`config.mk`:
```
export PLATFORM = sky130hd
export DESIGN_NAME = reorder_buffer
export DESIGN_NICKNAME = d
export VERILOG_FILES = /design/src/rtl/reorder_buffer.sv
export SDC_FILE = /design/constraint.sdc
export NUM_CORES = 1
export LEC_CHECK = 0
export CORE_MARGIN = 3
export CORE_UTILIZATION = 60
export DETAILED_ROUTE_END_ITERATION = 10
export PLACE_DENSITY = 0.8
export SLEW_MARGIN = 20
export SYNTH_ARGS = -nofsm -noshare
export SYNTH_HDL_FRONTEND = slang
export SYNTH_SLANG_ARGS = --single-unit
```
`constraint.sdc`:
```
create_clock -name clk -period 17.2 [get_ports clk]
set_input_delay 5.16 -clock clk [delete_from_list [all_inputs] [get_ports clk]]
set_output_delay 5.16 -clock clk [all_outputs]
set_load 0.01 [all_outputs]
```
`src/rtl/reorder_buffer.sv`:
```
// Circular in-order reorder buffer: hands out tags at decode, collects CDB results,
// and retires the head entry to the RegFile write port, raising a flush on a mispredicted commit.
module reorder_buffer #(
    parameter int DEPTH  = 16,
    parameter int TAG_W  = 5,
    parameter int DATA_W = 32
) (
    input  logic              clk,
    input  logic              rst,
    input  logic              alloc_valid,
    input  logic              alloc_wen,
    input  logic [4:0]        alloc_drindex,
    output logic              alloc_ready,
    output logic [TAG_W-1:0]  alloc_roben,
    input  logic              cdb_valid,
    input  logic [TAG_W-1:0]  cdb_roben,
    input  logic [DATA_W-1:0] cdb_data,
    input  logic              cdb_mispredict,
    input  logic [TAG_W-1:0]  rd1_roben,
    output logic              rd1_ready,
    output logic [DATA_W-1:0] rd1_data,
    input  logic [TAG_W-1:0]  rd2_roben,
    output logic              rd2_ready,
    output logic [DATA_W-1:0] rd2_data,
    output logic              WP1_Wen,
    output logic [TAG_W-1:0]  WP1_ROBEN,
    output logic [4:0]        WP1_DRindex,
    output logic [DATA_W-1:0] WP1_Data,
    output logic              ROB_FLUSH_Flag,
    output logic [TAG_W:0]    count
);
    localparam int PTR_W = $clog2(DEPTH);
    localparam int CNT_W = TAG_W + 1;
    localparam logic [CNT_W-1:0] FULL_COUNT = CNT_W'(DEPTH);
    localparam logic [TAG_W-1:0] MAX_TAG    = TAG_W'(DEPTH);

    logic [DEPTH-1:0]  busy;
    logic [DEPTH-1:0]  ready;
    logic [DEPTH-1:0]  wen;
    logic [DEPTH-1:0]  mispredict;
    logic [4:0]        drindex [DEPTH];
    logic [DATA_W-1:0] data    [DEPTH];
    logic [PTR_W-1:0]  head;
    logic [PTR_W-1:0]  tail;

    logic             commit;
    logic             flush;
    logic             do_alloc;
    logic             cdb_hit;
    logic [PTR_W-1:0] cdb_idx;

    // Tags are slot+1, so tag 0 and tags beyond DEPTH never name an entry.
    function automatic logic tag_valid(input logic [TAG_W-1:0] tag);
        return (tag != '0) && (tag <= MAX_TAG);
    endfunction

    function automatic logic [PTR_W-1:0] tag_index(input logic [TAG_W-1:0] tag);
        return PTR_W'(tag - TAG_W'(1));
    endfunction

    function automatic logic [DATA_W:0] lookup(input logic [TAG_W-1:0] tag);
        logic [PTR_W-1:0] idx;
        idx = tag_index(tag);
        if (cdb_valid && (tag != '0) && (cdb_roben == tag))
            return {1'b1, cdb_data};
        else if (tag_valid(tag) && busy[idx] && ready[idx])
            return {1'b1, data[idx]};
        return '0;
    endfunction

    assign commit         = busy[head] & ready[head];
    assign flush          = commit & mispredict[head];
    assign ROB_FLUSH_Flag = flush;

    // A slot freed by this cycle's commit only becomes allocatable next cycle.
    assign alloc_ready = (count != FULL_COUNT) & ~flush;
    assign alloc_roben = TAG_W'(tail) + TAG_W'(1);
    assign do_alloc    = alloc_valid & alloc_ready;

    assign cdb_idx = tag_index(cdb_roben);
    assign cdb_hit = cdb_valid & tag_valid(cdb_roben) & busy[cdb_idx];

    assign WP1_Wen     = commit & wen[head] & (drindex[head] != 5'd0);
    assign WP1_ROBEN   = commit ? (TAG_W'(head) + TAG_W'(1)) : '0;
    assign WP1_DRindex = commit ? drindex[head] : 5'd0;
    assign WP1_Data    = commit ? data[head] : '0;

    always_comb begin
        {rd1_ready, rd1_data} = lookup(rd1_roben);
        {rd2_ready, rd2_data} = lookup(rd2_roben);
    end

    // Ordering matters: CDB, then commit clear, then allocation, so the last write wins.
    always_ff @(posedge clk) begin
        if (rst || flush) begin
            busy       <= '0;
            ready      <= '0;
            wen        <= '0;
            mispredict <= '0;
            head       <= '0;
            tail       <= '0;
            count      <= '0;
        end else begin
            if (cdb_hit) begin
                ready[cdb_idx]      <= 1'b1;
                mispredict[cdb_idx] <= cdb_mispredict;
            end
            if (commit) begin
                busy[head]       <= 1'b0;
                ready[head]      <= 1'b0;
                mispredict[head] <= 1'b0;
                head             <= head + PTR_W'(1);
            end
            if (do_alloc) begin
                busy[tail]       <= 1'b1;
                ready[tail]      <= 1'b0;
                wen[tail]        <= alloc_wen;
                mispredict[tail] <= 1'b0;
                tail             <= tail + PTR_W'(1);
            end
            case ({do_alloc, commit})
                2'b10:   count <= count + CNT_W'(1);
                2'b01:   count <= count - CNT_W'(1);
                default: count <= count;
            endcase
        end
    end

    // Payload needs no reset: it is only observed through busy/ready-qualified paths.
    always_ff @(posedge clk) begin
        if (cdb_hit)
            data[cdb_idx] <= cdb_data;
        if (do_alloc)
            drindex[tail] <= alloc_drindex;
    end
endmodule

```
==> impl_metrics.env <==
export IMPL_cts_sinks=674
export IMPL_synth_top_area_cell="edfxtp_1"
export IMPL_async_flop_share=0
export IMPL_synth_cell_types=57
export IMPL_firstDrtPassIters=6
export IMPL_clk_pin_slew_worst_paths_ps=60
export IMPL_cts_setup_buffers=0
export IMPL_initial_core_util=0.610
export IMPL_cts_root_buffer="clkbuf_16"
export IMPL_wl_um=105000
export IMPL_r2r_cells=16
export IMPL_setup_violations=0
export IMPL_clockBufferDepth=3
export IMPL_worst_pin_slew_ps=1130
export IMPL_synthCells=1957
export IMPL_rr_startpoint="head[1]$_SDFFE_PP0N_"
export IMPL_drive_above_1_share=0.345
export IMPL_cts_htree_levels=3
export IMPL_area_delta_synth_final_pct=12.9
export IMPL_cp_end_kind="output port"
export IMPL_placementRows=89
export IMPL_synth_ff_type="edfxtp_1"
export IMPL_synth_cell_area_um2=36200
export IMPL_r2r_slack_ps=11870
export IMPL_hold_end="wen[15]$_SDFFE_PP0P_"
export IMPL_first_iter_violations=2962
export IMPL_core_area_um2=59400
export IMPL_drc_errors=0
export IMPL_start_kind="input port"
export IMPL_die_y_um=252
export IMPL_min_path_cells=2
export IMPL_portBuffers=179
export IMPL_synth_seq_cells=674
export IMPL_avgRoutedWirePerCell_um=36.1
export IMPL_track_usage=0.339
export IMPL_synth_nets=2038
export IMPL_hold_violations=0
export IMPL_fin_setup_tns_ps=0
export IMPL_nNetsFinal=2158
export IMPL_min_period_over_period=0.838
export IMPL_post_route_min_period_ps=14410
export IMPL_r2r_end="count[4]$_SDFFE_PP0P_"
export IMPL_yosysTopAreaCellShare=0.491
export IMPL_ant_nets=0
export IMPL_cap_violations=0
export IMPL_critPathArrivalTime_ps=9250
export IMPL_synth_edff_count=592
export IMPL_cellPowerDensity_nw_per_um2=91.3
export IMPL_overflow=0
export IMPL_cts_resized=0
export IMPL_hold_class="flop to flop"
export IMPL_synth_area_leaders="edfxtp_1 49%, mux4_2 33%, dfxtp_1 4.5%"
export IMPL_antenna_found_initial=3
export IMPL_die_x_um=252
export IMPL_clock_skew_ps=24.5
export IMPL_crit_required_ps=12040
export IMPL_hp_start="wen[15]$_SDFFE_PP0P_"
export IMPL_grt_pass1_vias=23600
export IMPL_avgViaCountPerCell=7.82
export IMPL_synth_warning_count=0
export IMPL_cts_buffers=72
export IMPL_relSlewSlack=0.245
export IMPL_fmax_ghz=0.0694
export IMPL_vdd_drop_max_uv=85.4
export IMPL_criticalPathCategory="input port to output port"
export IMPL_dieArea_um2=63300
export IMPL_rsz0062_at_grt="no"
export IMPL_leakagePower_nw=13.0
export IMPL_path_max_fanout=54
export IMPL_cts_tree="yes"
export IMPL_drv_slew=0
export IMPL_io_pins=180
export IMPL_synth_yosys_seq_area_share=0.537
export IMPL_clk_latency_ps=620
export IMPL_outcome="finished, final reports clean"
export IMPL_dr_total_vias=22800
export IMPL_dp_final_hpwl_um=58100
export IMPL_cts_hold_buffers=0
export IMPL_avgSynthCellArea_um2=18.5
export IMPL_gp_congestion=0.934
export IMPL_grt_max_degree=109
export IMPL_hold_ws_ps=469
export IMPL_grt_pass1_wl_um=156000
[synthesized netlist by cell type, drive strengths merged, types with 8 or more instances]
library cell and number:
edfxtp 592, mux4 530, buf 95, dfxtp 82, clkbuf 81, nor2 66, a22o 65, nand2 62
nand3 44, and3 42, inv 40, a21oi 29, mux2i 29, ha 23, xnor2 22, o21ai 19
a32o 15, a31oi 14, nand3b 13, xor2 11, nand4 9, nor2b 8, nor3 8
[logic make-up after synthesis]
| kind of cell | Yosys count | share of synthesized area |
|---|---|---|
| muxes | 559 | 0.338 |
| buffers and inverters | 216 | 0.0293 |
| DFF | 674 | 0.537 |
| and+or+nand+nor | 281 | 0.0440 |
| xor gates and xnor gates | 33 | 0.00799 |
| AOI/OAI and AO/OA | 171 | 0.0362 |
| adders and majority gates | 23 | 0.00795 |
[area by class of cell]
cell class,instances,area (um2)
clock inverters,47,460
flip-flops and latches,674,19400
well taps,773,967
inverters,40,150
fillers,3570,18500
clock buffers,84,1900
multi-input cells,1067,15800
diodes,3,7.51
repair buffers,222,2160
[sequential cells by signal, indices dropped and copies added, names as in the netlist, named ones only]
register and count:
count 6, mispredict 16, tail 4, ready 16
data 512, head 4, wen 16, busy 16
drindex 80
[critical path, cell delays in order]
cell	delay (ps)
clkdlybuf4s50_1	600
inv_1	130
ha_4	720
buf_4	810
mux4_2	420
mux4_2	500
a22o_1	230
clkdlybuf4s50_1	580
[routing by layer]
metal  global-route usage  vias up  wire length (um)
met4                0.159        0              5850
met5                    0        -                 0
met2                0.535     1940             50700
met3               0.0883      414             13900
li1                     -     8700                 -
met1                0.451    11700             34600
[placed cells by master (no fill, tap or decap), types with 12 or more instances in the layout]
| cell | count |
|---|---|
| ha_1 | 21 |
| edfxtp_1 | 592 |
| inv_1 | 20 |
| mux2i_1 | 29 |
| a32o_1 | 15 |
| a22o_1 | 65 |
| and3_1 | 42 |
| clkinv_2 | 12 |
| nand2_1 | 60 |
| nand3_1 | 43 |
| a21oi_1 | 29 |
| o21ai_1 | 12 |
| mux4_2 | 530 |
| nand3b_1 | 13 |
| dfxtp_1 | 78 |
| buf_4 | 38 |
| xnor2_1 | 18 |
| clkdlybuf4s50_1 | 176 |
| clkinv_1 | 15 |
| nor2_1 | 56 |
| a31oi_1 | 14 |
| inv_2 | 20 |
| clkbuf_16 | 74 |
[report_power, final]
part	internal, mW	total [mW]	switching [mW]
combinational	0.178	0.379	0.200
sequential	1.78	1.79	0.00408
clock	0.914	1.57	0.651
[worst max path at each step]
stage,startpoint,end,slack (ps)
final,rd1_roben[1],rd1_data[0],2790
after floorplan,rd1_roben[0],rd1_data[22],4670
after CTS,rd2_roben[0],rd2_data[0],2640
after global placement,rd2_roben[0],rd2_data[0],2670
after detailed placement,rd2_roben[0],rd2_data[0],2630
after global routing,rd2_roben[0],rd2_data[0],2700
[through the flow]
stage | worst slack (ps) | power [mW] | instances | utilization | instance area [um2]
after global routing | 2700 | 3.82 | 2908 | 0.688 | 40900
final | 2790 | 3.73 | 2910 | 0.688 | 40900
after floorplan | 4670 | 2.05 | 1957 | - | 36200
after detailed placement | 2630 | 2.19 | 2775 | 0.648 | 38500
after global placement | 2670 | 2.19 | 2775 | 0.648 | 38500
after CTS | 2640 | 3.74 | 2906 | 0.688 | 40800
(Power assumes the default switching activity.)
